==> src/rtl/soc_arb_pkg.sv <==
// Shared types for the IFU/LSU memory-port arbiter.
// Holds the FSM state and grant-owner encodings plus a counter-width helper.
package soc_arb_pkg;

    typedef enum logic [1:0] {
        ARB_IDLE = 2'd0,
        ARB_REQ  = 2'd1,
        ARB_WAIT = 2'd2
    } arb_state_t;

    typedef enum logic [1:0] {
        GNT_NONE = 2'd0,
        GNT_IFU  = 2'd1,
        GNT_LSU  = 2'd2
    } arb_gnt_t;

    // Bit positions in the one-hot request/grant vectors.
    localparam int REQ_IFU = 0;
    localparam int REQ_LSU = 1;

    // Width of the timeout counter; a disabled timeout still
    // needs a one-bit register so the datapath stays legal.
    function automatic int cnt_width(input int cycles);
        return (cycles < 1) ? 1 : $clog2(cycles + 1);
    endfunction

endpackage

==> src/rtl/mem_arbiter_rr_arb2.sv <==
// Two-way round-robin picker (purely combinational).
// Ports: req[1:0] (bit0 IFU, bit1 LSU), last_grant, grant[1:0] one-hot.
module rr_arb2
    import soc_arb_pkg::*;
(
    input  logic [1:0] req,
    input  logic [1:0] last_grant,
    output logic [1:0] grant
);

    always_comb begin
        grant = 2'b00;
        case (req)
            2'b01:   grant = 2'b01;
            2'b10:   grant = 2'b10;
            // On a tie the requester that was not served last wins;
            // anything other than an IFU history favours the IFU.
            2'b11:   grant = (last_grant == GNT_IFU) ? 2'b10 : 2'b01;
            default: grant = 2'b00;
        endcase
    end

endmodule

==> src/rtl/mem_arbiter.sv <==
// Shares one SoC memory port between the IFU fetch path and the LSU path.
// Ports: ifu_* / lsu_* level-held requests with 1-cycle response strobes,
// mem_* valid/ready request channel plus response strobe, busy status.
module mem_arbiter
    import soc_arb_pkg::*;
#(
    parameter int ADDR_W         = 32,
    parameter int DATA_W         = 32,
    parameter int TIMEOUT_CYCLES = 255
) (
    input  logic                clock,
    input  logic                reset,

    input  logic                ifu_reqValid,
    input  logic [ADDR_W-1:0]   ifu_addr,
    output logic                ifu_respValid,
    output logic [DATA_W-1:0]   ifu_rdata,
    output logic                ifu_respErr,

    input  logic                lsu_reqValid,
    input  logic [ADDR_W-1:0]   lsu_addr,
    input  logic                lsu_wen,
    input  logic [DATA_W-1:0]   lsu_wdata,
    input  logic [DATA_W/8-1:0] lsu_wmask,
    output logic                lsu_respValid,
    output logic [DATA_W-1:0]   lsu_rdata,
    output logic                lsu_respErr,

    output logic                mem_reqValid,
    input  logic                mem_reqReady,
    output logic [ADDR_W-1:0]   mem_addr,
    output logic                mem_wen,
    output logic [DATA_W-1:0]   mem_wdata,
    output logic [DATA_W/8-1:0] mem_wmask,
    input  logic                mem_respValid,
    input  logic [DATA_W-1:0]   mem_rdata,

    output logic                busy
);

    localparam int MASK_W = DATA_W / 8;
    localparam int CNT_W  = cnt_width(TIMEOUT_CYCLES);

    localparam logic [CNT_W-1:0] CNT_LIMIT = CNT_W'(TIMEOUT_CYCLES);
    localparam logic [CNT_W-1:0] CNT_MAX   = '1;
    localparam logic [CNT_W-1:0] CNT_ONE   = CNT_W'(1);

    arb_state_t          state;
    arb_gnt_t            owner;
    arb_gnt_t            last_grant;
    logic [CNT_W-1:0]    cnt;

    logic [ADDR_W-1:0]   addr_q;
    logic                wen_q;
    logic [DATA_W-1:0]   wdata_q;
    logic [MASK_W-1:0]   wmask_q;

    logic [1:0]          req;
    logic [1:0]          grant;
    logic                resp_hit;
    logic                tmo_hit;
    logic                ifu_own;
    logic                lsu_own;

    assign req[REQ_IFU] = ifu_reqValid;
    assign req[REQ_LSU] = lsu_reqValid;

    rr_arb2 u_rr_arb2 (
        .req        (req),
        .last_grant (last_grant),
        .grant      (grant)
    );

    // Memory responses only count while waiting; anything else is stray.
    assign resp_hit = (state == ARB_WAIT) && mem_respValid;

    // cnt holds the number of cycles since the grant, counting the
    // first ARB_REQ cycle as 1, so the limit fires on cycle TIMEOUT_CYCLES.
    // A real response in the same cycle wins over the timeout.
    assign tmo_hit = (TIMEOUT_CYCLES != 0)
                  && (state != ARB_IDLE)
                  && (cnt == CNT_LIMIT)
                  && !resp_hit;

    assign ifu_own = (owner == GNT_IFU);
    assign lsu_own = (owner == GNT_LSU);

    always_ff @(posedge clock or posedge reset) begin
        if (reset) begin
            state      <= ARB_IDLE;
            owner      <= GNT_NONE;
            last_grant <= GNT_LSU;
            cnt        <= '0;
            addr_q     <= '0;
            wen_q      <= 1'b0;
            wdata_q    <= '0;
            wmask_q    <= '0;
        end else begin
            case (state)
                ARB_IDLE: begin
                    if (grant[REQ_IFU]) begin
                        state      <= ARB_REQ;
                        owner      <= GNT_IFU;
                        last_grant <= GNT_IFU;
                        cnt        <= CNT_ONE;
                        addr_q     <= ifu_addr;
                        wen_q      <= 1'b0;
                        wdata_q    <= '0;
                        wmask_q    <= '0;
                    end else if (grant[REQ_LSU]) begin
                        state      <= ARB_REQ;
                        owner      <= GNT_LSU;
                        last_grant <= GNT_LSU;
                        cnt        <= CNT_ONE;
                        addr_q     <= lsu_addr;
                        wen_q      <= lsu_wen;
                        wdata_q    <= lsu_wdata;
                        wmask_q    <= lsu_wmask;
                    end
                end
                ARB_REQ: begin
                    if (tmo_hit) begin
                        state <= ARB_IDLE;
                        owner <= GNT_NONE;
                        cnt   <= '0;
                    end else begin
                        if (mem_reqReady) begin
                            state <= ARB_WAIT;
                        end
                        if (cnt != CNT_MAX) begin
                            cnt <= cnt + CNT_ONE;
                        end
                    end
                end
                ARB_WAIT: begin
                    if (resp_hit || tmo_hit) begin
                        state <= ARB_IDLE;
                        owner <= GNT_NONE;
                        cnt   <= '0;
                    end else if (cnt != CNT_MAX) begin
                        cnt <= cnt + CNT_ONE;
                    end
                end
                default: begin
                    state <= ARB_IDLE;
                    owner <= GNT_NONE;
                    cnt   <= '0;
                end
            endcase
        end
    end

    // The request is withdrawn in the cycle the timeout fires.
    assign mem_reqValid = (state == ARB_REQ) && !tmo_hit;
    assign mem_addr     = addr_q;
    assign mem_wen      = wen_q;
    assign mem_wdata    = wdata_q;
    assign mem_wmask    = wmask_q;
    assign busy         = (state != ARB_IDLE);

    assign ifu_respValid = ifu_own && (resp_hit || tmo_hit);
    assign ifu_respErr   = ifu_own && tmo_hit;
    assign ifu_rdata     = (ifu_own && resp_hit) ? mem_rdata : '0;

    assign lsu_respValid = lsu_own && (resp_hit || tmo_hit);
    assign lsu_respErr   = lsu_own && tmo_hit;
    assign lsu_rdata     = (lsu_own && resp_hit) ? mem_rdata : '0;

endmodule
==> config.mk <==
export PLATFORM = sky130hd
export DESIGN_NAME = mem_arbiter
export DESIGN_NICKNAME = d
export VERILOG_FILES = /design/src/rtl/soc_arb_pkg.sv /design/src/rtl/mem_arbiter_rr_arb2.sv /design/src/rtl/mem_arbiter.sv
export SDC_FILE = /design/constraint.sdc
export NUM_CORES = 1
export LEC_CHECK = 0
export BUFFER_PORTS_ARGS = -buffer_cell sky130_fd_sc_hd__buf_2
export CAP_MARGIN = 25
export CELL_PAD_IN_SITES_DETAIL_PLACEMENT = 1
export CELL_PAD_IN_SITES_GLOBAL_PLACEMENT = 1
export CORE_MARGIN = 2
export CORE_UTILIZATION = 29
export CTS_CLUSTER_SIZE = 14
export DETAILED_ROUTE_END_ITERATION = 10
export GPL_ROUTABILITY_DRIVEN = 1
export PLACE_DENSITY_LB_ADDON = 0.12
export SLEW_MARGIN = 20
export SYNTH_ARGS = -nofsm -noshare
export SYNTH_HDL_FRONTEND = slang
export SYNTH_SLANG_ARGS = --single-unit
export TNS_END_PERCENT = 100
==> constraint.sdc <==
create_clock -name clock -period 3.3 [get_ports clock]
set_clock_uncertainty 0.05 [all_clocks]
set_input_delay 0.33 -clock clock [delete_from_list [all_inputs] [get_ports clock]]
set_output_delay 0.33 -clock clock [all_outputs]
set_load 0.02 [all_outputs]
==> results of run 1 <==
## layout make-up
cell class / instances / share of cell area, %
clock buffers: 12 / 4.24
repair buffers: 288 / 24.3
well taps: 180 / 3.73
inverters: 3 / 0.207
multi-input cells: 340 / 31.9
clock inverters: 4 / 1.20
flip-flops and latches: 83 / 34.4
## per-stage QoR
step / util (%) / power (W) / instances / hold slack [ns] / setup slack, ns
6_report: 43.4 / 0.00497 / 910 / 0.0564 / 0.900
5_1_grt: 43.4 / 0.00536 / 910 / 0.106 / 0.701
4_1_cts: 43.4 / 0.00507 / 910 / 0.0639 / 0.855
3_5_place_dp: 41.0 / 0.00393 / 894 / 0.400 / 1.26
3_3_place_gp: 41.0 / 0.00384 / 894 / 0.397 / 1.31
2_1_floorplan: - / 0.00309 / 455 / 0.381 / 0.785
## sequential cells by signal, summed over array words and instances, names as in the netlist
signal      flops
cnt             8
mem_wmask       4
mem_addr       32
mem_wdata      32
last_grant      2
mem_wen         1
state           2
owner           2
## layout by cell type (no fill, tap or decap), types with 4 or more instances in the layout
master	count
o21ai_0	31
and3_1	6
nand3_1	41
a221o_1	6
a21o_1	4
clkbuf_16	9
and2_1	64
nor2_1	15
nand2b_1	4
buf_2	277
nor3_1	4
mux2i_1	26
buf_4	11
dfrtp_1	82
nand2_1	109
## report_power, final
group	total [W]	switching, W	internal [W]
Sequential	0.00171	0.000272	0.00143
Combinational	0.00216	0.00143	0.000726
Clock	0.00111	0.000406	0.000703
## cell families after synthesis
logic type,after synthesis
flops,83
compound gates,57
simple gates,256
fa+ha+maj,1
mux,26
buf+inv,32
## critical path: cells and delay by family (launching register included)
kind / cells / cell delay [ns]
compound gates: 1 / 0.20
fa+ha+maj: 1 / 0.30
buf+inv: 1 / 0.18
flops: 1 / 0.49
simple gates: 3 / 0.53
## per-layer routing
layer / share of wire [%] / global-route usage, %
met5: 0 / 0
met4: 2.0 / 7.46
met3: 8.0 / 4.89
met2: 51 / 33.6
met1: 39 / 21.7
## worst paths after layout
check                               from       endpoint  cells after the start  slack [ns]
hold / removal                     reset   mem_addr[28]                      2        0.06
max in group asynchronous          reset  last_grant[1]                      3        2.30
setup reg to reg                state[0]   mem_addr[28]                      4        1.41
setup / recovery                  cnt[0]    ifu_respErr                      6        0.90
hold reg to reg            mem_wdata[20]  mem_wdata[20]                      2        0.41
min in group clock          mem_reqReady       state[0]                      2        0.15
==> impl_metrics.tcl, run 1 <==
set metrics [dict create \
    status "finished clean" \
    tightest_slew_ns 0.770 \
    maxCapViolCount 0 \
    seq_area_frac_synth_pct 50.2 \
    synthSimpleGateAreaFrac_pct 30.6 \
    drtPass1Iterations 4 \
    vdd.ir_drop.worst_uv 288 \
    place_congestion 0.816 \
    power-per-cell-area_nw_per_um2 822 \
    num_io_pins 278 \
    worstPathRequired_ns 2.92 \
    multiInputGateArea_um2 1930 \
    synth_area_leaders "dfrtp_1 (50%), nand2_1 (9.9%), and2_1 (9.7%), mux2i_1 (6.3%), nand3_1 (5.0%)" \
    numCtsBuffers 9 \
    drc_errors 0 \
    die_h_um 124 \
    tns_ns 0 \
    viasPerCell 4.70 \
    cts_resized 0 \
    grtUsageTotal_pct 18.9 \
    synthXorXnorAreaFrac_pct 0 \
    synth_cells 455 \
    wirelength_um 14400 \
    ys.flop_type "dfrtp_1" \
    p_leak_nw 3.53 \
    finalMaxSlewViolations 0 \
    h-tree-depth 3 \
    start_util_pct 29.7 \
    cts_sinks 83 \
    crit_path_end_kind "primary output" \
    synthToLayoutAreaGrowth_pct 45.9 \
    synthTopCellsByCount "nand2_1 (109), dfrtp_1 (82), and2_1 (64)" \
    synth_compound_area_share_pct 9.00 \
    fill_cells 1732 \
    grt_pass1_wl_um 22500 \
    grt_pass1_vias 4461 \
    synth_top_cell_area_share_pct 49.5 \
    muxShareOfSynthArea_pct 6.28 \
    synth_fa_ha_area_share_pct 0.302 \
    fmax_mhz 417 \
    syn_area_um2 4140 \
    worstPathArrival_ns 2.02 \
    dieArea_um2 15300 \
    clock_path_buffers 2 \
    grt.overflow.total 0 \
    grt_start_max_net_pins 45 \
    fin_nets 865 \
    synth_area_per_cell_um2 9.11 \
    ys_types 40 \
    cts_root_buf "clkbuf_16" \
    drive_gt1_share_pct 43.0 \
    netlist.top_cell.by_area "dfrtp_1" \
    dpl_cell_area_um2 5720 \
    rows 43 \
    hold_class "in -> async" \
    cts_tree "yes" \
    synth_enable_flop_cells 0 \
    crit_path_cell_trace "ha_1 > nand3_1 > nor2_1 > o21ai_0 > nor2_1 > buf_2" \
    finalSetupViolCount 0 \
    regArea_um2 2080 \
    slowest_delay_ns 0.49 \
    ys_warn_count 0 \
    hold_viol 0 \
    crit_path_frequent_cell "nor2_1" \
    async_flop_share_pct 100 \
    fp.dieW_um 124 \
    finalInstanceArea_um2 6040 \
    routed-via-count 4274 \
    core-area_um2 13900 \
    synth_top_family_by_area "simple AND/OR/NAND/NOR gates" \
    diodes 0 \
    dp_hpwl_um 11000 \
    synth_seq_cells 83 \
    synth_nets 595 \
    crit_type "reg -> out" \
    synth.most_common_cell "nand2_1" \
    antenna_found_initial 0 \
    start_kind "flop" \
    fin_crit_ns 2.40 \
    routedWlPerCell_um 15.8 \
    rsz0062_at_grt "no" \
    antenna_left 0 \
    critPathSlowestCell "dfrtp_1" \
    clk_pin_slew_ns 0.06 \
    cp_max_fo 8 \
    clock_latency_ns 0.34 \
    min_period_over_period_pct 72.7 \
    maxSlewHeadroom_pct 48.6 \
    postCtsSetupBuffers 0 \
    numPortBuffers 277 \
    hold_buffers 0 \
    first_iter_violations 130 \
]
(Power assumes the default switching activity.)
==> run 2: changes to the inputs <==
- clock period: 3.3 -> 2.4 ns (I/O delays scaled with it)
==> run 2 against run 1 <==
Against the previous run: core utilization rose by 0.17 points; first-iteration DRC count rose by 33%; routed wire length fell by 1.8%; non-clock buffer count did not move; largest power group unchanged; clock-buffer cell count fell by 3; sequential share of layout area fell by 0.13 points; power rose by 37%.
==> impl_metrics.tcl, run 2 (same netlist as run 1, synthesis figures left out) <==
set metrics [dict create \
    status "finished clean" \
    finalMaxSlewViolations 0 \
    hold_viol 0 \
    vdd.ir_drop.worst_uv 480 \
    viasPerCell 4.68 \
    p_leak_nw 3.52 \
    routed-via-count 4268 \
    tightest_slew_ns 0.783 \
    antenna_left 0 \
    fin_crit_ns 2.21 \
    critPathSlowestCell "dfrtp_1" \
    hold-worst-slack_ns 0.0535 \
    cts_sinks 83 \
    grt_start_max_net_pins 72 \
    rows 43 \
    synthToLayoutAreaGrowth_pct 46.4 \
    maxCapViolCount 0 \
    hold_path_depth 2 \
    routedWlPerCell_um 15.5 \
    dieArea_um2 15300 \
    finalSetupViolCount 0 \
    start_kind "flop" \
    drive_gt1_share_pct 43.2 \
    grt.overflow.total 0 \
    clock_latency_ns 0.33 \
    min_period_over_period_pct 92.2 \
    start_util_pct 29.7 \
    wirelength_um 14100 \
    hold_path_startpoint "mem_reqReady" \
    fp.dieW_um 124 \
    cp.buffers_inverters 1 \
    clock_path_buffers 2 \
    place_congestion 0.815 \
    drtPass1Iterations 4 \
    crit_family "simple AND/OR/NAND/NOR gates" \
    numCtsBuffers 9 \
    r2r_cells 5 \
    cp_max_fo 8 \
    power-per-cell-area_nw_per_um2 1120 \
    regArea_um2 2080 \
    num_io_pins 278 \
    mostFrequentLayoutCells "buf_2 (277), nand2_1 (109), dfrtp_1 (82), and2_1 (64), nand3_1 (41)" \
    fin_nets 865 \
    maxSlewHeadroom_pct 47.6 \
    crit_type "reg -> out" \
    core-area_um2 13900 \
    hold_class "in -> reg" \
    drc_errors 0 \
    grtUsageTotal_pct 18.2 \
    regToRegSetupSlack_ns 0.61 \
    first_iter_violations 173 \
    final_common_cell "buf_2" \
    dp_hpwl_um 10900 \
    crit_path_cell_trace "ha_1 > nand3_1 > nor2_2 > o21ai_0 > nor2_1 > buf_2" \
    clk_pin_slew_ns 0.06 \
    fill_cells 1741 \
    worstPathArrival_ns 1.92 \
    numPortBuffers 277 \
    h-tree-depth 3 \
    antenna_found_initial 0 \
    grt_pass1_wl_um 21600 \
    tns_ns 0 \
    r2r_start "cnt[0]" \
    cts_tree "yes" \
    fmax_mhz 452 \
    p_total_w 0.00681 \
    cts_root_buf "clkbuf_16" \
    slowest_delay_ns 0.47 \
    regToRegEndpoint "cnt[4]" \
    rsz0062_at_grt "no" \
    worstPathRequired_ns 2.11 \
    multiInputGateArea_um2 1930 \
    die_h_um 124 \
    grt_pass1_vias 4311 \
    crit_path_end_kind "primary output" \
    min_to "state[0]" \
]
run 2: power breakdown:
group	total [W]	switching, W	internal [W]
Combinational	0.00301	0.00198	0.00103
Sequential	0.00233	0.000363	0.00197
Clock	0.00148	0.000568	0.000907
run 2: final cells by class:
type                            instances  share of cell area [%]
Timing Repair Buffer                  288                    24.7
Inverter                                3                   0.247
Antenna cell                            1                  0.0412
Tap cell                              180                    3.71
Sequential cell                        83                    34.2
Multi-Input combinational cell        340                    31.9
Clock inverter                          7                    1.53
Clock buffer                            9                    3.71
run 2: metal layers:
layer / track usage [%] / vias to the layer above / part of all wire [%]
met1: 20.4 / 2025 / 38
met5: 0 / - / 0
met2: 32.8 / 161 / 52
li1: - / 2061 / -
met4: 6.32 / 0 / 1.9
met3: 5.12 / 21 / 8.3
run 2: worst max path at each step:
stage | slack, ns | from | cells after the start | endpoint
floorplan | 0.68 | cnt[0] | 5 | ifu_respErr
global placement | 0.53 | cnt[0] | 6 | lsu_respErr
detailed placement | 0.45 | cnt[0] | 6 | lsu_respErr
CTS | 0.08 | cnt[0] | 6 | lsu_respErr
global route | 0.03 | cnt[0] | 6 | lsu_respErr
finish | 0.19 | cnt[0] | 6 | lsu_respErr
run 2: timing repair:
action | in CTS | in global routing
buffers inserted | 0 | 0
setup endpoints to repair | 0 | 4
hold buffers | 1 | 0
endpoints found under the hold margin | 31 | 0
gates resized for setup | 0 | 1
run 2: metrics by stage:
stage / util (%) / cells / instance area, µm² / worst slack (ns)
floorplan: - / 455 / 4150 / 0.682
global placement: 41.2 / 893 / 5740 / 0.534
detailed placement: 41.2 / 893 / 5740 / 0.451
CTS: 43.5 / 910 / 6060 / 0.0784
global route: 43.5 / 910 / 6070 / 0.0347
finish: 43.5 / 911 / 6070 / 0.188
